File: config.mk
export PLATFORM = sky130hd
export DESIGN_NAME = damage_controller
export DESIGN_NICKNAME = d
export VERILOG_FILES = /design/src/rtl/damage_controller.sv
export SDC_FILE = /design/constraint.sdc
export NUM_CORES = 1
export LEC_CHECK = 0
export ABC_CLOCK_PERIOD_IN_PS = 2900
export BUFFER_PORTS_ARGS = -buffer_cell sky130_fd_sc_hd__buf_2
export CORE_MARGIN = 5
export CORE_UTILIZATION = 60
export CTS_CLUSTER_DIAMETER = 50
export CTS_CLUSTER_SIZE = 20
export DETAILED_ROUTE_END_ITERATION = 12
export GPL_ROUTABILITY_DRIVEN = 0
export GPL_TIMING_DRIVEN = 0
export PLACE_DENSITY = 0.79
export SETUP_SLACK_MARGIN = 0.3
export SLEW_MARGIN = 20
export SYNTH_ARGS = -nofsm -noshare
export SYNTH_HDL_FRONTEND = slang
export SYNTH_SLANG_ARGS = --single-unit
File: constraint.sdc
create_clock -name clock -period 2.9 [get_ports clock]
set_input_delay 0.29 -clock clock [delete_from_list [all_inputs] [get_ports clock]]
set_output_delay 0.29 -clock clock [all_outputs]
set_load 0.01 [all_outputs]
File: src/rtl/damage_controller.sv
// Damage bookkeeping for one player and three enemies, driven once per collision pass.
// Optional build macro: DAMAGE_REGEN_EN (slow player HP regeneration on frame_tick).
module damage_controller #(
    parameter int PLAYER_HP     = 6,
    parameter int ENEMY_HP      = 3,
    parameter int INVULN_FRAMES = 60,
    parameter int STUN_FRAMES   = 20,
    parameter int REGEN_FRAMES  = 240
) (
    input  logic       clock,
    input  logic       reset,
    input  logic       init,
    input  logic       frame_tick,
    input  logic       collision_done,
    input  logic [2:0] c_e_collision,
    input  logic [2:0] e_hit,
    output logic [2:0] player_hp,
    output logic       player_invuln,
    output logic [2:0] enemy_alive,
    output logic [2:0] enemy_stun,
    output logic       game_over,
    output logic       all_cleared,
    output logic       update_done
);

    localparam logic [2:0] PLAYER_HP_INIT = 3'(PLAYER_HP);
    localparam logic [2:0] ENEMY_HP_INIT  = 3'(ENEMY_HP);
    localparam logic [7:0] INVULN_LOAD    = 8'(INVULN_FRAMES);
    localparam logic [7:0] STUN_LOAD      = 8'(STUN_FRAMES);

    typedef enum logic [2:0] {
        S_IDLE,
        S_LATCH,
        S_ENEMY0,
        S_ENEMY1,
        S_ENEMY2,
        S_PLAYER,
        S_DONE
    } state_t;

    state_t     state_reg, state_next;
    logic       done_prev_reg;
    logic       done_edge;
    logic [2:0] col_latch_reg;
    logic [2:0] hit_latch_reg;
    logic [2:0] enemy_sel;
    logic       player_step;
    logic       player_dmg;
    logic       regen_fire;

    logic [2:0] hp_reg;
    logic [7:0] invuln_reg;
    logic       game_over_reg;

    assign done_edge = collision_done & ~done_prev_reg;

    always_ff @(posedge clock or negedge reset) begin
        if (!reset) begin
            state_reg     <= S_IDLE;
            done_prev_reg <= 1'b0;
        end else if (init) begin
            state_reg     <= S_IDLE;
            done_prev_reg <= 1'b0;
        end else begin
            state_reg     <= state_next;
            done_prev_reg <= collision_done;
        end
    end

    always_comb begin
        state_next  = state_reg;
        enemy_sel   = 3'b000;
        player_step = 1'b0;
        update_done = 1'b0;
        case (state_reg)
            S_IDLE:   if (done_edge && !game_over_reg) state_next = S_LATCH;
            S_LATCH:  state_next = S_ENEMY0;
            S_ENEMY0: begin enemy_sel = 3'b001; state_next = S_ENEMY1; end
            S_ENEMY1: begin enemy_sel = 3'b010; state_next = S_ENEMY2; end
            S_ENEMY2: begin enemy_sel = 3'b100; state_next = S_PLAYER; end
            S_PLAYER: begin player_step = 1'b1; state_next = S_DONE; end
            S_DONE:   begin update_done = 1'b1; state_next = S_IDLE; end
            default:  state_next = S_IDLE;
        endcase
    end

    // Inputs are frozen for the whole pass so late changes cannot leak in.
    always_ff @(posedge clock or negedge reset) begin
        if (!reset) begin
            col_latch_reg <= 3'b000;
            hit_latch_reg <= 3'b000;
        end else if (init) begin
            col_latch_reg <= 3'b000;
            hit_latch_reg <= 3'b000;
        end else if (state_reg == S_LATCH) begin
            col_latch_reg <= c_e_collision;
            hit_latch_reg <= e_hit;
        end
    end

    genvar gi;
    generate
        for (gi = 0; gi < 3; gi++) begin : g_enemy
            logic [2:0] ehp_reg;
            logic [7:0] stun_reg;
            logic       alive_reg;
            logic       hit_now;

            assign hit_now = enemy_sel[gi] & hit_latch_reg[gi] & alive_reg & (stun_reg == 8'd0);

            always_ff @(posedge clock or negedge reset) begin
                if (!reset) begin
                    ehp_reg   <= ENEMY_HP_INIT;
                    stun_reg  <= 8'd0;
                    alive_reg <= 1'b1;
                end else if (init) begin
                    ehp_reg   <= ENEMY_HP_INIT;
                    stun_reg  <= 8'd0;
                    alive_reg <= 1'b1;
                end else if (hit_now) begin
                    // The killing blow also drops the stun so a dead enemy reports no stun.
                    if (ehp_reg <= 3'd1) begin
                        ehp_reg   <= 3'd0;
                        alive_reg <= 1'b0;
                        stun_reg  <= 8'd0;
                    end else begin
                        ehp_reg  <= ehp_reg - 3'd1;
                        stun_reg <= STUN_LOAD;
                    end
                end else if (frame_tick && stun_reg != 8'd0) begin
                    stun_reg <= stun_reg - 8'd1;
                end
            end

            assign enemy_alive[gi] = alive_reg;
            assign enemy_stun[gi]  = (stun_reg != 8'd0);
        end
    endgenerate

    assign player_dmg = player_step & (|(col_latch_reg & enemy_alive)) & (invuln_reg == 8'd0);

`ifdef DAMAGE_REGEN_EN
    logic [7:0] regen_reg;

    assign regen_fire = frame_tick & ~game_over_reg & (hp_reg < PLAYER_HP_INIT)
                      & (({1'b0, regen_reg} + 9'd1) == 9'(REGEN_FRAMES));

    always_ff @(posedge clock or negedge reset) begin
        if (!reset) begin
            regen_reg <= 8'd0;
        end else if (init) begin
            regen_reg <= 8'd0;
        end else if (player_dmg || hp_reg >= PLAYER_HP_INIT) begin
            regen_reg <= 8'd0;
        end else if (frame_tick && !game_over_reg) begin
            regen_reg <= regen_fire ? 8'd0 : regen_reg + 8'd1;
        end
    end
`else
    assign regen_fire = 1'b0;
`endif

    always_ff @(posedge clock or negedge reset) begin
        if (!reset) begin
            hp_reg        <= PLAYER_HP_INIT;
            invuln_reg    <= 8'd0;
            game_over_reg <= 1'b0;
        end else if (init) begin
            hp_reg        <= PLAYER_HP_INIT;
            invuln_reg    <= 8'd0;
            game_over_reg <= 1'b0;
        end else if (player_dmg) begin
            // Damage takes precedence over both timer decrement and regeneration.
            invuln_reg <= INVULN_LOAD;
            hp_reg     <= (hp_reg == 3'd0) ? 3'd0 : hp_reg - 3'd1;
            if (hp_reg <= 3'd1) game_over_reg <= 1'b1;
        end else begin
            if (frame_tick && invuln_reg != 8'd0) invuln_reg <= invuln_reg - 8'd1;
            if (regen_fire) hp_reg <= hp_reg + 3'd1;
        end
    end

    assign player_hp     = hp_reg;
    assign player_invuln = (invuln_reg != 8'd0);
    assign game_over     = game_over_reg;
    assign all_cleared   = (enemy_alive == 3'b000);

endmodule

==> flow_metrics.py, run 1 <==
metrics = {
    "power_and_ir_drop": {
        "p_leak_nw": 1.63,
        "p_seq_frac": 0.336,
        "switching_share": 0.390,
        "fin_total_pwr_mw": 3.51,
        "p_int_mw": 2.14,
        "power_density_nw_per_um2": 949,
        "clkPwrFrac": 0.235,
        "p_comb_frac": 0.429,
        "ir_drop_v": 0.000489,
        "switchingPower_mw": 1.37,
    },
    "grt": {
        "antenna_found_initial": 0,
        "grtUsageTotal": 0.215,
        "grt_pass1_vias": 2619,
        "grt_pass1_wl_um": 12100,
        "grt_max_degree": 59,
        "grt-ovfl-total": 0,
    },
    "critical_path": {
        "startpoint_type": "register",
        "crit_arrival_ns": 2.66,
        "crit_type": "reg -> reg",
        "worst_path_max_delay_cell": "or4b_1",
        "critPathCaptureType": "register",
        "reg2reg_slack_ns": 0.46,
        "worstPathRequired_ns": 3.12,
        "rr_worst_depth": 6,
        "max_stage_delay_ns": 0.55,
        "crit_path_max_fanout": 8,
        "crit_path_start": "invuln_reg[0]",
        "path_cells": "inv_1 > ha_1 > or4b_1 > or4_1 > clkbuf_1 > o311ai_0",
        "reg2reg_to": "player_hp[1]",
        "r2r_start": "invuln_reg[0]",
    },
    "layout": {
        "fillers": 363,
        "fin_nets": 396,
        "multi_input_area_um2": 1620,
        "drive_above_1_share": 0.198,
        "area_growth_pct": 13.6,
        "largest_reg_flops": 24,
        "diodes": 0,
        "area.sequential_um2": 1470,
    },
    "sta": {
        "period_needed_ns": 2.44,
        "fin_crit_sh": 0.840,
        "relSlewSlack": 0.490,
        "report.final.slew_viol_count": 0,
        "clock_skew_ns": 0.00768,
        "rsz0062_at_grt": "no",
        "fmax_ghz": 0.410,
        "tns_ns": 0,
        "hold_viol_final": 0,
        "tightest_slew_ns": 0.754,
        "setup_violations": 0,
        "worst_slack_ns": 0.463,
    },
    "floorplanning": {
        "start_util": 0.629,
        "placementRows": 26,
        "die_w_um": 83.6,
        "die_h_um": 83.6,
        "io_pins": 24,
        "core-area_um2": 5170,
        "die-area_um2": 6990,
    },
    "logic_synthesis": {
        "avgSynthCellArea_um2": 9.68,
        "synth_cells": 336,
        "synth_edf_count": 0,
        "async_flop_share": 1.00,
        "synth_flop_cell": "dfrtp_1",
        "synth_area_um2": 3250,
        "syn_nets": 363,
        "ys_seq_area_frac": 0.450,
        "ys_ff_latch": 58,
        "yosysWarnings": 0,
        "synth_cell_types": 48,
    },
    "placement": {
        "io_buffers": 22,
        "post-place-ws_ns": 0.391,
        "hpwlAfterDp_um": 4800,
    },
    "drt": {
        "drc_errors": 0,
        "drtIter0Drc": 130,
        "vias": 2627,
        "wl_per_cell_um": 15.4,
        "via_per_inst": 5.92,
        "postRouteAntennaNets": 0,
        "finalWirelength_um": 6860,
        "dr.pass1.iters": 5,
    },
    "clock_tree": {
        "holdBufCountCts": 0,
        "path_clk_slew_ns": 0.07,
        "post_cts_buffers": 0,
        "clk_latency_ns": 0.33,
        "cts_made_buffers": 9,
        "h-tree-depth": 3,
        "tritoncts": "done",
        "cts_buffer_depth": 2,
        "clock-root-buffer": "clkbuf_8",
        "postCtsResizedCells": 1,
        "clkSinkCount": 58,
    },
    "hold_path": {
        "hp-class": "in -> async",
    },
    "job": {
        "max-cap-violations": 0,
    },
    "run_status": {
        "status": "completed",
    },
}
area by class of cell:
cell class	count	area share
clock buffers	11	0.0383
inverters	25	0.0254
repair buffers	22	0.0305
multi-input cells	238	0.437
plain buffers	15	0.0274
flip-flops and latches	58	0.396
well taps	70	0.0237
clock inverters	5	0.0210
through the flow:
stage,area (µm²),util,instances,hold WS [ns]
2_1_floorplan,3250,-,336,-0.00559
3_3_place_gp,3450,0.667,428,0.498
3_5_place_dp,3450,0.668,428,0.397
4_1_cts,3670,0.710,444,0.0321
5_1_grt,3700,0.715,444,0.0576
6_report,3700,0.715,444,0.00614
cells by family after synthesis:
group | count (synthesis) | synth area share
xor gates and xnor gates | 13 | 0.0350
muxes | 12 | 0.0369
buffers and inverters | 40 | 0.0600
adders and majority gates | 16 | 0.0615
DFF | 58 | 0.450
AOI/OAI and AO/OA | 71 | 0.143
and+or+nand+nor | 126 | 0.213
routing by layer:
metal | track usage | routed length (µm) | vias to the layer above
met1 | 0.280 | 3180 | 1265
li1 | - | - | 1280
met2 | 0.339 | 3190 | 68
met4 | 0.0848 | 142 | 0
met5 | 0 | 0 | -
met3 | 0.0612 | 352 | 14
synthesized netlist by cell type (2+ instances only):
master,number,share of area
nand3_1,5,0.0077
or2_2,3,0.0058
o311ai_0,2,0.0054
buf_4,4,0.0092
or4b_2,2,0.0062
nand2b_1,7,0.013
inv_1,24,0.028
o31ai_1,6,0.014
clkbuf_1,7,0.0081
nand4_1,4,0.0077
a311oi_1,3,0.0081
a31oi_1,2,0.0038
a2111oi_0,4,0.011
and3b_1,2,0.0054
o211ai_1,5,0.012
xnor2_1,8,0.022
dfrtp_1,47,0.36
nor3_1,21,0.032
a311o_1,2,0.0062
nor4b_1,2,0.0054
or3_1,4,0.0077
ha_1,16,0.062
a211oi_1,5,0.012
or4_1,4,0.0092
nand2_1,15,0.017
a21oi_1,22,0.034
dfstp_2,11,0.089
o21ai_0,14,0.022
and3_1,3,0.0058
o21bai_1,2,0.0046
or4_4,2,0.0069
nor4_1,6,0.012
nand3b_1,4,0.0092
mux2i_1,12,0.037
xor2_1,5,0.013
or3b_2,2,0.0054
nor2_1,31,0.036
buf_6,4,0.014
nor2b_1,5,0.0096
power groups by stage:
stage / logic (mW) / clock network (mW) / registers, mW
floorplan: 1.13 / 0 / 1.14
global placement: 1.40 / 0 / 1.17
detailed placement: 1.44 / 0 / 1.18
CTS: 1.46 / 0.833 / 1.17
global route: 1.70 / 0.880 / 1.21
finish: 1.50 / 0.825 / 1.18
placed cells by master (no fill, tap or decap), types with 3 or more instances in the layout:
cell type	instances
inv_1	23
xnor2_1	8
a211oi_1	5
a21oi_1	22
xor2_1	5
or4_1	4
and3_1	3
mux2i_1	12
ha_1	15
nand3_1	5
nor2_1	30
o21ai_0	14
nand2_1	15
clkbuf_8	10
buf_4	5
nand4_1	4
or2_2	3
or3_1	4
dfrtp_1	47
nor3_1	20
nor4_1	5
nor2b_1	5
a2111oi_0	4
nand2b_1	7
a311oi_1	3
buf_2	21
clkbuf_1	8
nand3b_1	4
buf_6	4
o211ai_1	5
dfstp_2	11
o31ai_1	6
worst max path at each step:
stage,end,cells past startpoint
floorplan,g_enemy[0].ehp_reg[2],7
global placement,g_enemy[2].ehp_reg[1],7
detailed placement,g_enemy[0].ehp_reg[2],7
CTS,g_enemy[0].ehp_reg[2],7
global route,player_hp[1],6
finish,player_hp[1],6
worst max-delay path, delay by kind of cell, from the launching register on:
kind / cells / cell delay, ns
flops: 1 / 0.38
buf+inv: 2 / 0.33
compound gates: 1 / 0.36
simple gates: 2 / 1.09
fa+ha+maj: 1 / 0.17
Note: power is estimated with default switching activity, not from simulation.
==> run 2: changes to the inputs <==
--- a/config.mk
+++ b/config.mk
@@ -5,16 +5,17 @@
 export SDC_FILE = /design/constraint.sdc
 export NUM_CORES = 1
 export LEC_CHECK = 0
-export ABC_CLOCK_PERIOD_IN_PS = 2900
+export ABC_AREA = 1
+export ABC_CLOCK_PERIOD_IN_PS = 2000
 export BUFFER_PORTS_ARGS = -buffer_cell sky130_fd_sc_hd__buf_2
 export CORE_MARGIN = 5
-export CORE_UTILIZATION = 60
+export CORE_UTILIZATION = 55
 export CTS_CLUSTER_DIAMETER = 50
 export CTS_CLUSTER_SIZE = 20
 export DETAILED_ROUTE_END_ITERATION = 12
 export GPL_ROUTABILITY_DRIVEN = 0
 export GPL_TIMING_DRIVEN = 0
-export PLACE_DENSITY = 0.79
+export PLACE_DENSITY = 0.77
 export SETUP_SLACK_MARGIN = 0.3
 export SLEW_MARGIN = 20
 export SYNTH_ARGS = -nofsm -noshare
==> constraint.sdc (replaced) <==
create_clock -name clock -period 2 [get_ports clock]
set_input_delay 0.2 -clock clock [delete_from_list [all_inputs] [get_ports clock]]
set_output_delay 0.2 -clock clock [all_outputs]
set_load 0.01 [all_outputs]
==> flow_metrics.py, run 2 <==
metrics = {
    "logic_synthesis": {
        "async_flop_share": 1.00,
        "avgSynthCellArea_um2": 7.35,
        "synth_area_um2": 3480,
        "syn_nets": 500,
        "synth_cell_types": 29,
        "yosysMostFrequentCell": "nand2_1",
        "synth_top_area_share": 0.338,
        "synth_flop_cell": "dfrtp_1",
        "synth_area_leaders": "dfrtp_1, nand2_1, dfstp_2, nor2_1, inv_1",
        "synth.largest_area_cell": "dfrtp_1",
        "yosysWarnings": 0,
        "synth_cells": 473,
        "ys_seq_area_frac": 0.421,
        "ys_ff_latch": 58,
        "synth_edf_count": 0,
        "ys_top_cells_by_count": "nand2_1, nor2_1, inv_1",
    },
    "power_and_ir_drop": {
        "power_density_nw_per_um2": 1260,
        "p_leak_nw": 2.13,
        "ir_drop_v": 0.000620,
        "fin_total_pwr_mw": 4.94,
    },
    "sta": {
        "hold_viol_final": 0,
        "period_needed_ns": 1.62,
        "hold_slack_ns": 0.0875,
        "clock_skew_ns": 0.00815,
        "report.final.slew_viol_count": 0,
        "tns_ns": 0,
        "fin_crit_sh": 0.809,
        "relSlewSlack": 0.508,
        "fmax_ghz": 0.618,
        "setup_violations": 0,
        "rsz0062_at_grt": "yes",
        "tightest_slew_ns": 0.738,
    },
    "clock_tree": {
        "clock-root-buffer": "clkbuf_8",
        "h-tree-depth": 3,
        "clkSinkCount": 58,
        "path_clk_slew_ns": 0.06,
        "cts_made_buffers": 9,
        "cts_buffer_depth": 2,
        "clk_latency_ns": 0.34,
        "tritoncts": "done",
    },
    "critical_path": {
        "path_cells": "inv_1 > ha_1 > nand2_1 > nor2_4 > inv_1 > buf_2",
        "worst_path_max_delay_cell": "dfrtp_1",
        "crit_arrival_ns": 1.42,
        "worstPathRequired_ns": 1.80,
        "max_stage_delay_ns": 0.38,
        "crit_type": "reg -> out",
        "startpoint_type": "register",
        "reg2reg_slack_ns": 0.48,
        "critPathCaptureType": "output pin",
        "crit_path_max_fanout": 3,
        "cpMostUsedCell": "inv_1",
    },
    "layout": {
        "diodes": 0,
        "layout_commonest_cell": "nand2_1",
        "fin_area_um2": 3930,
        "fin_nets": 536,
        "final_util": 0.629,
        "layout_common_cells": "nand2_1, nor2_1, inv_1",
        "drive_above_1_share": 0.167,
        "area_growth_pct": 12.9,
        "largest_reg_flops": 24,
        "fillers": 549,
    },
    "drt": {
        "postRouteAntennaNets": 0,
        "wl_per_cell_um": 12.2,
        "finalWirelength_um": 7210,
        "drc_errors": 0,
        "dr.pass1.iters": 4,
        "via_per_inst": 5.06,
        "vias": 2992,
        "drtIter0Drc": 134,
    },
    "grt": {
        "grt_pass1_vias": 2851,
        "antenna_found_initial": 0,
        "gr-usage-met2": 0.332,
        "busiest_layer": "met2",
        "grtUsageTotal": 0.205,
        "grt-ovfl-total": 0,
        "grt.met1_usage": 0.266,
        "grt_max_degree": 59,
        "grt_pass1_wl_um": 12700,
        "gr-usage-met3": 0.0378,
    },
    "placement": {
        "hpwlAfterDp_um": 5060,
        "dpl_cell_area_um2": 3690,
        "io_buffers": 22,
    },
    "floorplanning": {
        "die_h_um": 89.5,
        "placementRows": 29,
        "start_util": 0.557,
        "die-area_um2": 8010,
        "io_pins": 24,
        "die_w_um": 89.5,
        "core-area_um2": 6240,
    },
    "job": {
        "max-cap-violations": 0,
    },
    "hold_path": {
        "hp-class": "in -> reg",
    },
    "run_status": {
        "status": "completed",
    },
}
run 2: what timing repair did:
| item | CTS | global route |
|---|---|---|
| hold buffers | 1 | 0 |
| gates resized for setup | 1 | 8 |
| hold endpoints to repair | 47 | 0 |
| buffers inserted | 0 | 2 |
| endpoints found under the setup margin | 1 | 13 |
| pin swaps | 0 | 2 |
run 2: area by class of cell:
cell class / instances / area (µm²) / share of cell area
repair buffers: 25 / 138 / 0.0350
well taps: 77 / 96.3 / 0.0245
clock inverters: 2 / 35.0 / 0.00892
multi-input cells: 341 / 1740 / 0.442
plain buffers: 8 / 45.0 / 0.0115
inverters: 66 / 248 / 0.0631
flip-flops and latches: 58 / 1470 / 0.373
clock buffers: 14 / 163 / 0.0414
run 2: critical path, delay by kind of cell (launching register included):
family | cells | cell delay, ns
DFF | 1 | 0.38
buffers and inverters | 3 | 0.30
and+or+nand+nor | 2 | 0.25
adders and majority gates | 1 | 0.14
run 2: stage by stage:
stage          instances  setup slack (ns)
3_3_place_gp         572             0.476
4_1_cts              589             0.304
6_report             591             0.382
3_5_place_dp         572             0.459
2_1_floorplan        473             0.604
5_1_grt              591             0.275
run 2: kinds of logic (layout without fill, tap and decap cells):
family,Yosys count,count (layout),share of synthesized area
AND/OR/NAND/NOR,269,269,0.340
flip-flops,58,58,0.421
adder cells (fa/ha/maj),16,16,0.0576
buffers and inverters,74,115,0.0842
XOR/XNOR,8,8,0.0201
AO/OA/AOI/OAI,48,48,0.0770
run 2: per-layer routing:
layer / part of all wire / vias up / wire, µm
met3: 0.023 / 15 / 168
met2: 0.48 / 33 / 3470
met5: 0 / - / 0
met4: 0.022 / 0 / 158
met1: 0.47 / 1384 / 3410
li1: - / 1560 / -
run 2: power breakdown:
group	internal, mW	switching (mW)	leakage [nW]	total, mW
sequential	1.44	0.233	0.744	1.68
clock	0.643	0.463	0.101	1.11
combinational	0.803	1.36	1.29	2.16
run 2: final timing paths:
kind | endpoint | from | cells past startpoint
max | enemy_stun[2] | g_enemy[2].stun_reg[1] | 6
min | hit_latch_reg[1] | e_hit[1] | 3
max reg2reg | g_enemy[1].stun_reg[4] | g_enemy[1].stun_reg[1] | 9
min reg2reg | g_enemy[1].alive_reg | g_enemy[1].alive_reg | 2
max in group asynchronous | game_over | reset | 2
min in group asynchronous | g_enemy[1].stun_reg[6] | reset | 2
